### config.mk
export PLATFORM = sky130hd
export DESIGN_NAME = time_keeper
export DESIGN_NICKNAME = d
export VERILOG_FILES = /design/src/rtl/time_keeper.sv
export SDC_FILE = /design/constraint.sdc
export NUM_CORES = 1
export LEC_CHECK = 0
export ABC_CLOCK_PERIOD_IN_PS = 2550
export CORE_MARGIN = 2
export CORE_UTILIZATION = 30
export CTS_CLUSTER_SIZE = 30
export DETAILED_ROUTE_END_ITERATION = 12
export MAX_ROUTING_LAYER = met4
export SLEW_MARGIN = 5
export SYNTH_ARGS = -nofsm -noshare
export SYNTH_HDL_FRONTEND = slang
export SYNTH_SLANG_ARGS = --single-unit
### constraint.sdc
create_clock -name clk -period 2.55 [get_ports clk]
set_input_delay 0.765 -clock clk [delete_from_list [all_inputs] [get_ports clk]]
set_output_delay 0.765 -clock clk [all_outputs]
set_load 0.02 [all_outputs]
### src/rtl/time_keeper.sv
`default_nettype none
// ============================================================================
//  Module      : time_keeper
//  Description : Time-of-day counter. Prescales the board clock to a 1 Hz
//                tick, keeps binary hours/minutes/seconds and lets the user
//                adjust each field with inc/dec pulses while in SET state.
//  Revision    : 1.0  initial release
// ============================================================================
module time_keeper #(
    parameter int CLK_FREQ = 100000000
) (
    input  logic       clk,
    input  logic       rst,
    input  logic       set_mode,
    input  logic [1:0] sel,
    input  logic       inc,
    input  logic       dec,
    output logic [6:0] hour,
    output logic [6:0] min,
    output logic [6:0] sec,
    output logic       sec_tick,
    output logic       hour_pulse,
    output logic       setting
);

    localparam int                c_PRE_W = (CLK_FREQ > 1) ? $clog2(CLK_FREQ) : 1;
    localparam logic [c_PRE_W-1:0] c_TC   = c_PRE_W'(CLK_FREQ - 1);
    localparam logic [6:0]        c_MAX_MS = 7'd59;
    localparam logic [6:0]        c_MAX_H  = 7'd23;

    localparam logic [0:0] c_S_RUN = 1'b0;
    localparam logic [0:0] c_S_SET = 1'b1;

    logic [0:0]         r_state;
    logic [0:0]         w_state_nxt;
    logic [c_PRE_W-1:0] r_pre;
    logic [6:0]         r_hour;
    logic [6:0]         r_min;
    logic [6:0]         r_sec;
    logic               r_sec_tick;
    logic               r_hour_pulse;
    logic               w_tc;
    logic               w_up;
    logic               w_dn;

    // Wrap-around adjust within one field; compare first so the result
    // never leaves 0..max, even for one cycle.
    function automatic logic [6:0] f_inc(input logic [6:0] v, input logic [6:0] max);
        return (v >= max) ? 7'd0 : v + 7'd1;
    endfunction

    function automatic logic [6:0] f_dec(input logic [6:0] v, input logic [6:0] max);
        return (v == 7'd0) ? max : v - 7'd1;
    endfunction

    // State register: RUN / SET
    always_ff @(posedge clk or posedge rst) begin
        if (rst) r_state <= c_S_RUN;
        else     r_state <= w_state_nxt;
    end

    // Next state follows the requested mode level
    always_comb begin
        w_state_nxt = r_state;
        case (r_state)
            c_S_RUN: if (set_mode)  w_state_nxt = c_S_SET;
            c_S_SET: if (!set_mode) w_state_nxt = c_S_RUN;
            default:                w_state_nxt = c_S_RUN;
        endcase
    end

    // Per-state control decode: terminal count only counts in RUN, and
    // adjustments only in SET with exactly one of inc/dec asserted
    always_comb begin
        w_tc = 1'b0;
        w_up = 1'b0;
        w_dn = 1'b0;
        case (r_state)
            c_S_RUN: w_tc = (r_pre == c_TC);
            c_S_SET: begin
                w_up = inc & ~dec;
                w_dn = dec & ~inc;
            end
            default: ;
        endcase
    end

    // Prescaler: held at 0 in SET and cleared on the edge that enters SET,
    // so the first second after returning to RUN is a full period
    always_ff @(posedge clk or posedge rst) begin
        if (rst)
            r_pre <= '0;
        else if (r_state == c_S_SET || w_state_nxt == c_S_SET || w_tc)
            r_pre <= '0;
        else
            r_pre <= r_pre + c_PRE_W'(1);
    end

    // Time fields and event pulses; set adjustments never carry or pulse
    always_ff @(posedge clk or posedge rst) begin
        if (rst) begin
            r_hour       <= 7'd0;
            r_min        <= 7'd0;
            r_sec        <= 7'd0;
            r_sec_tick   <= 1'b0;
            r_hour_pulse <= 1'b0;
        end else begin
            r_sec_tick   <= 1'b0;
            r_hour_pulse <= 1'b0;
            if (w_tc) begin
                r_sec_tick <= 1'b1;
                r_sec      <= f_inc(r_sec, c_MAX_MS);
                if (r_sec == c_MAX_MS) begin
                    r_min <= f_inc(r_min, c_MAX_MS);
                    if (r_min == c_MAX_MS) begin
                        r_hour       <= f_inc(r_hour, c_MAX_H);
                        r_hour_pulse <= 1'b1;
                    end
                end
            end else if (w_up || w_dn) begin
                case (sel)
                    2'd0: r_sec  <= w_up ? f_inc(r_sec, c_MAX_MS)  : f_dec(r_sec, c_MAX_MS);
                    2'd1: r_min  <= w_up ? f_inc(r_min, c_MAX_MS)  : f_dec(r_min, c_MAX_MS);
                    2'd2: r_hour <= w_up ? f_inc(r_hour, c_MAX_H)  : f_dec(r_hour, c_MAX_H);
                    default: ;
                endcase
            end
        end
    end

    assign hour       = r_hour;
    assign min        = r_min;
    assign sec        = r_sec;
    assign sec_tick   = r_sec_tick;
    assign hour_pulse = r_hour_pulse;
    assign setting    = (r_state == c_S_SET);

endmodule
`default_nettype wire

==> impl_results.md, run 1 <==
- Post-Syn Instances: 372
- Buffers added on ports: 30
- Final Max Tran Viols: 0
- Crit end category: flip-flop
- Die W: approximately 110 µm
- Gpl congestion: 0.839
- CTS buffer count: 5
- Htree depth: 2
- P_int: 1.86 mW
- Overall Power: about 3.3 mW
- CTS tree: built
- Ys Warns: 0
- Fin Clk Skew: 0.00547 ns
- Register-to-Register Path Depth: 7
- Hold Startpoint: r_pre[0]
- WHS Endpoint: r_pre[0]
- R2r endpoint: sec[6]
- Clock Sinks: 51
- RSZ-0062 raised after global routing: no
- Worst VDD drop: around 0.5 mV
- Worst Path Required: 2.80 ns
- Sequential share of power: a little under two fifths
- Net Sw Power: 1.46 mW
- Share of cells above drive strength 1: between 10% and 20%
- Pleak: approximately 1.6 nW
- Worst-case clock buffer depth: 2
- # DRC: 0
- Non-filler instance count after layout: 550
- Post-route ant nets: 0
- Cell area after synthesis: 3250 µm²
- Initial antenna violation count: 0
- Async SR Flop Fraction: between 90% and 100%
- Die Y: 108 µm
- Worst slew pin tran: 0.488 ns
- Vias in the first global route: 2664
- Worst skew pair latency: 0.31 ns
- Cells after DPL: 542
- Number of max-cap violations: 0
- Overall routing resource usage: 14.4%
- Die area: 11700 µm²
- Rel. slew slack: 67.3%
- Core area: 10400 µm²
- DRT Wirelength: 7.79 mm
- Initial core utilization: 31.2%
- Clock network power share: 14.8%
- Switching part of the total power: 44.0%
- Initial DRT Pass Iterations: 4
- Setup slack after layout: between 0.2 and 0.25 ns
- Final period util: between 90% and 100%
- Reg area: 1280 µm²
- Mapped Avg Cell Area: 8.73 µm²
- Largest net degree at the start of global routing: 52
- Hold_ws: 0.492 ns
- DR iter-0 viols: between 150 and 200
- Filler Cells Inserted: 1073
- Yosys reg bits: 51
- Final-stage net count: 430
- CP startpoint kind: input pin
- Logic pwr share: approximately 47%
- Final HPWL DP: 5.60 mm
- Minimum clock period: 2.32 ns
- DR vias: 2905
- Reg clk slew, reported paths: 0.10 ns
- Endpoints failing setup: 0
- Yosys cell types: 63
- Ports: 31
- Worst R2R Start: r_pre[10]
- Net Count, Synth: 389
- Placed cell area: 3820 µm²
- Endpoints failing hold: 0
- Setup slack, reg-to-reg: 0.29 ns
- Drt wl/cell: between 10 and 15 µm
- First-pass GRT wire length: ~13 mm
- Hold Path Class: flip-flop to flip-flop
- P&R area growth vs syn: 20.7%
- Worst setup path class: input pin to flip-flop
- Cell area after layout: a little under 4000 µm²
- Cell row count: 37
- Area taken by multi-input logic gates: between 1500 and 2000 µm²
- Remaining Overflow, GRT: 0
- Primary FF master, synth: dfrtp_1
- Place WS: -0.161 ns
- Sequential area share after synthesis: 39.3%
- Vias per cell: 5.28
- Antenna Cells: 0
- CP arrival: 2.57 ns
- Number of flops mapped to enable cells by yosys: 0
- Worst Path Max Fanout: 3
- Clk Tree Root Cell: clkbuf_8
- Status: finished clean
- Power per cell area: 846 nW/µm²
- WHS Path Cells: 1
- Max Freq: roughly 0.43 GHz
kinds of logic after synthesis:
logic type,share of synthesized area [%]
AOI/OAI and AO/OA,16.6
adders and majority gates,3.85
xor gates and xnor gates,7.28
DFF,39.3
buffers and inverters,4.70
and+or+nand+nor,27.9
muxes,0.308
synth_stat cells, types with 3 or more instances:
cell type / number / area, µm²
dfrtp_1: 51 / 1280
nor2_1: 51 / 191
nand3_1: 24 / 120
nand2_1: 22 / 82.6
xor2_1: 21 / 184
a21oi_1: 19 / 95.1
o21ai_0: 17 / 85.1
inv_1: 14 / 52.6
and3_1: 13 / 81.3
a31oi_1: 10 / 62.6
ha_1: 10 / 125
nor3_1: 10 / 50.1
clkbuf_1: 9 / 33.8
nand4_1: 9 / 56.3
buf_2: 6 / 30.0
xnor2_1: 6 / 52.6
o22ai_1: 5 / 31.3
o31ai_1: 5 / 37.5
a211oi_1: 4 / 30.0
nor2b_1: 4 / 25.0
or3_1: 4 / 25.0
and4_1: 3 / 26.3
nand2b_1: 3 / 18.8
final cells by class:
type                    count  share of cell area, %
flip-flops and latches     51                   32.6
repair buffers             53                   12.4
clock inverters             3                  0.479
multi-input cells         287                   47.0
inverters                  15                   1.47
well taps                 136                   4.34
clock buffers               5                   1.76
layout by cell type (no fill, tap or decap), drive strengths merged, types with 15 or more instances in the layout:
cell type and n:
buf 23, nor2 52, inv 15, xor2 21
o21ai 18, nand2 22, clkdlybuf4s50 30, nand3 24
dfrtp 51, a21oi 19
registers in the layout, summed over array words and instances (netlist names):
signal,count
sec,7
hour,7
hour_pulse,1
min,7
sec_tick,1
r_pre,27
setting,1
worst max path at each step:
stage | from | slack [ns] | endpoint
global route | dec | 0.08 | min[5]
detailed placement | dec | -0.16 | min[3]
finish | dec | 0.23 | min[5]
floorplan | sec[0] | 0.38 | hour[0]
global placement | inc | -0.12 | min[3]
CTS | r_pre[0] | 0.14 | min[2]
worst max-delay path, cell delays in order:
cell and delay, ns:
clkdlybuf4s50_1 0.52, xor2_1 0.19, nand2_1 0.11, nor3b_2 0.29, a22oi_1 0.13, or4_1 0.48
nand3_1 0.09
stage by stage:
step	TNS, ns	util, %
floorplan	0	-
global placement	-0.439	36.7
detailed placement	-0.838	36.7
CTS	0	37.5
global route	0	37.6
finish	0	37.6
power by group through the flow:
stage                     Sequential (mW)  Combinational (mW)  Clock (mW)
after global routing                 1.31                1.72       0.527
after floorplan                      1.34               0.890           0
after detailed placement             1.29                1.54           0
after CTS                            1.27                1.55       0.502
final                                1.27                1.55       0.491
after global placement               1.29                1.54           0
per-layer routing:
metal | GRT usage, % | share of wire [%] | wire length, µm | vias to the layer above
met5 | - | 0 | 0 | -
met4 | 5.40 | 2.0 | 159 | 0
met3 | 2.29 | 4.0 | 308 | 11
met2 | 20.8 | 46 | 3550 | 67
met1 | 20.3 | 48 | 3780 | 1406
li1 | - | - | - | 1421
what timing repair did:
action	CTS	global route
hold buffers	0	0
hold endpoints to repair	0	0
buffers inserted	0	0
gates resized for setup	0	2
endpoints found under the setup margin	0	3
No activity file was read; power rests on OpenSTA's default activity.
==> run 2: changes to the inputs <==
- CORE_ASPECT_RATIO: default -> 1.2
- CTS_CLUSTER_SIZE: 30 -> default
==> run 2 against run 1 <==
Against the previous run: clock skew grew 0.0024 ns; non-clock buffer count shrank 1; routed wire length grew 0.44%; highest routed layer unchanged.
==> impl_results.md, run 2 (synthesis results as in run 1) <==
- # DRC: 0 (unchanged)
- Htree depth: 2 (unchanged)
- Remaining Overflow, GRT: 0 (unchanged)
- Post-route ant nets: 0 (unchanged)
- Worst VDD drop: 0.531 mV (+7.3%)
- Ports: 31 (unchanged)
- Final period util: 91.9% (+0.75 points)
- Overall routing resource usage: 14.0% (-0.35 points)
- Clock Sinks: 51 (unchanged)
- RSZ-0062 raised after global routing: no
- Commonest non-fill, non-tap cells in the layout: 51 x nor2_1, 51 x dfrtp_1, 30 x clkdlybuf4s50_1, 24 x nand3_1, 22 x nand2_1
- DRT Wirelength: 7.82 mm (+0.44%)
- Clk Tree Root Cell: clkbuf_16
- Die W: 99.0 µm (-8.4%)
- Vias per cell: 5.39 (+2.1%)
- Place WS: -0.150 ns (+0.0111 ns)
- CP startpoint kind: input pin
- Largest net degree at the start of global routing: 52 (unchanged)
- Initial DRT Pass Iterations: 5 (+1)
- Max Freq: 0.427 GHz (-0.82%)
- Endpoints failing hold: 0 (unchanged)
- Non-filler instance count after layout: 542 (-1.5%)
- Setup slack after layout: 0.207 ns (-0.0191 ns)
- P&R area growth vs syn: 22.5%
- CP arrival: 2.57 ns (about the same)
- Die Y: 118 µm (+9.2%)
- Die area: 11700 µm² (about the same)
- First-pass GRT wire length: 13.3 mm (+0.95%)
- Max reg flops: 27 (unchanged)
- Placed cell area: 3820 µm² (about the same)
- Initial core utilization: 30.9% (-0.30 points)
- Cells after DPL: 534 (-1.5%)
- Drt wl/cell: 14.4 µm (+1.9%)
- Worst setup path class: input pin to flip-flop
- Cell area after layout: 3980 µm² (+1.5%)
- Number of max-cap violations: 0 (unchanged)
- Cell row count: 41 (+11%)
- DR vias: 2923 (+0.62%)
- Crit end category: flip-flop
- Vias in the first global route: 2736 (+2.7%)
- Final Max Tran Viols: 0 (unchanged)
- Hold Path Class: flip-flop to flip-flop
- Fin Clk Skew: 0.00788 ns (+0.00241 ns)
- Worst skew pair latency: 0.29 ns (-0.02 ns)
- Antenna Cells: 0 (unchanged)
- Pleak: 1.65 nW (+1.5%)
- Final-stage net count: 429 (-0.23%)
- Power per cell area: 885 nW/µm² (+4.6%)
- Buffers added on ports: 30 (unchanged)
- Reg clk slew, reported paths: 0.07 ns (-0.03 ns)
- Rel. slew slack: 63.7% (-3.6 points)
- Endpoints failing setup: 0 (unchanged)
- Status: finished clean
- Final HPWL DP: 5.67 mm (+1.1%)
- Initial antenna violation count: 0 (unchanged)
- Minimum clock period: 2.34 ns (+0.0191 ns)
- Worst Path Max Fanout: 3 (unchanged)
- Worst Path Required: 2.77 ns (-0.03 ns)
- Largest Register: r_pre
- CTS buffer count: 5 (unchanged)
- DR iter-0 viols: 193 (+25%)
- Reg area: 1280 µm² (unchanged)
- Worst-case clock buffer depth: 2 (unchanged)
- Area taken by multi-input logic gates: 1840 µm² (-0.20%)
- Gpl congestion: 0.886 (+5.7%)
- Share of cells above drive strength 1: 11.1% (-0.46 points)
- Final Util: 37.8% (+0.21 points)
- CTS tree: built
- Core area: 10500 µm² (+0.96%)
- Filler Cells Inserted: 1024 (-4.6%)
- Worst slew pin tran: 0.542 ns (+0.0538 ns)
## run 2: cell types whose count changed in the layout (fill, tap and decap cells not counted), moves of 2 or more
cell	previous run	this run
clkbuf_16	0	5
clkbuf_8	5	1
buf_4	22	20
clkinv_2	3	1
## run 2: timing repair
| item | CTS | global route |
|---|---|---|
| resized for setup | 0 | 1 |
| setup endpoints to repair | 0 | 2 |
| hold buffers | 0 | 0 |
| hold endpoints to repair | 0 | 0 |
| setup buffers | 0 | 0 |
## run 2: per-layer routing
| layer | track usage (%) | routed length, µm | up-vias |
|---|---|---|---|
| met5 | - | 0 | - |
| met4 | 4.37 | 100 | 0 |
| met3 | 2.08 | 259 | 8 |
| met2 | 23.4 | 4000 | 71 |
| met1 | 17.5 | 3470 | 1424 |
| li1 | - | - | 1420 |
## run 2: final timing paths
kind | startpoint | endpoint | slack, ns | cells past startpoint
min in group asynchronous | rst | sec[5] | 0.84 | 3
worst max-delay path | inc | min[5] | 0.21 | 7
max in group asynchronous | rst | min[1] | 1.47 | 3
worst min-delay path | r_pre[0] | r_pre[0] | 0.48 | 1
worst min register to register | r_pre[0] | r_pre[0] | 0.48 | 1
worst max register to register | r_pre[0] | min[5] | 0.32 | 8
## run 2: power by group
part	switching, mW	total, mW	internal (mW)
Clock	0.302	0.695	0.393
Combinational	0.847	1.54	0.692
Sequential	0.327	1.29	0.960
## run 2: cell type report
class | instances | share of cell area (%)
Clock inverter | 2 | 0.409
Tap cell | 129 | 4.06
Sequential cell | 51 | 32.1
Clock buffer | 6 | 3.49
Inverter | 15 | 1.45
Timing Repair Buffer | 52 | 12.3
Multi-Input combinational cell | 287 | 46.2
## run 2: stage by stage
| stage | hold WS [ns] | TNS, ns | power (mW) |
|---|---|---|---|
| detailed placement | 0.481 | -0.406 | 2.83 |
| CTS | 0.490 | 0 | 3.55 |
| finish | 0.484 | 0 | 3.52 |
| global placement | 0.467 | -0.245 | 2.81 |
| global route | 0.505 | 0 | 3.77 |
| floorplan | 0.448 | 0 | 2.23 |
## run 2: worst max-delay path: stages
cell and delay, ns:
clkdlybuf4s50_1 0.49, xor2_1 0.23, nand2_1 0.12, nor3b_2 0.26, a22oi_1 0.12, or4_1 0.49
nand3_1 0.10
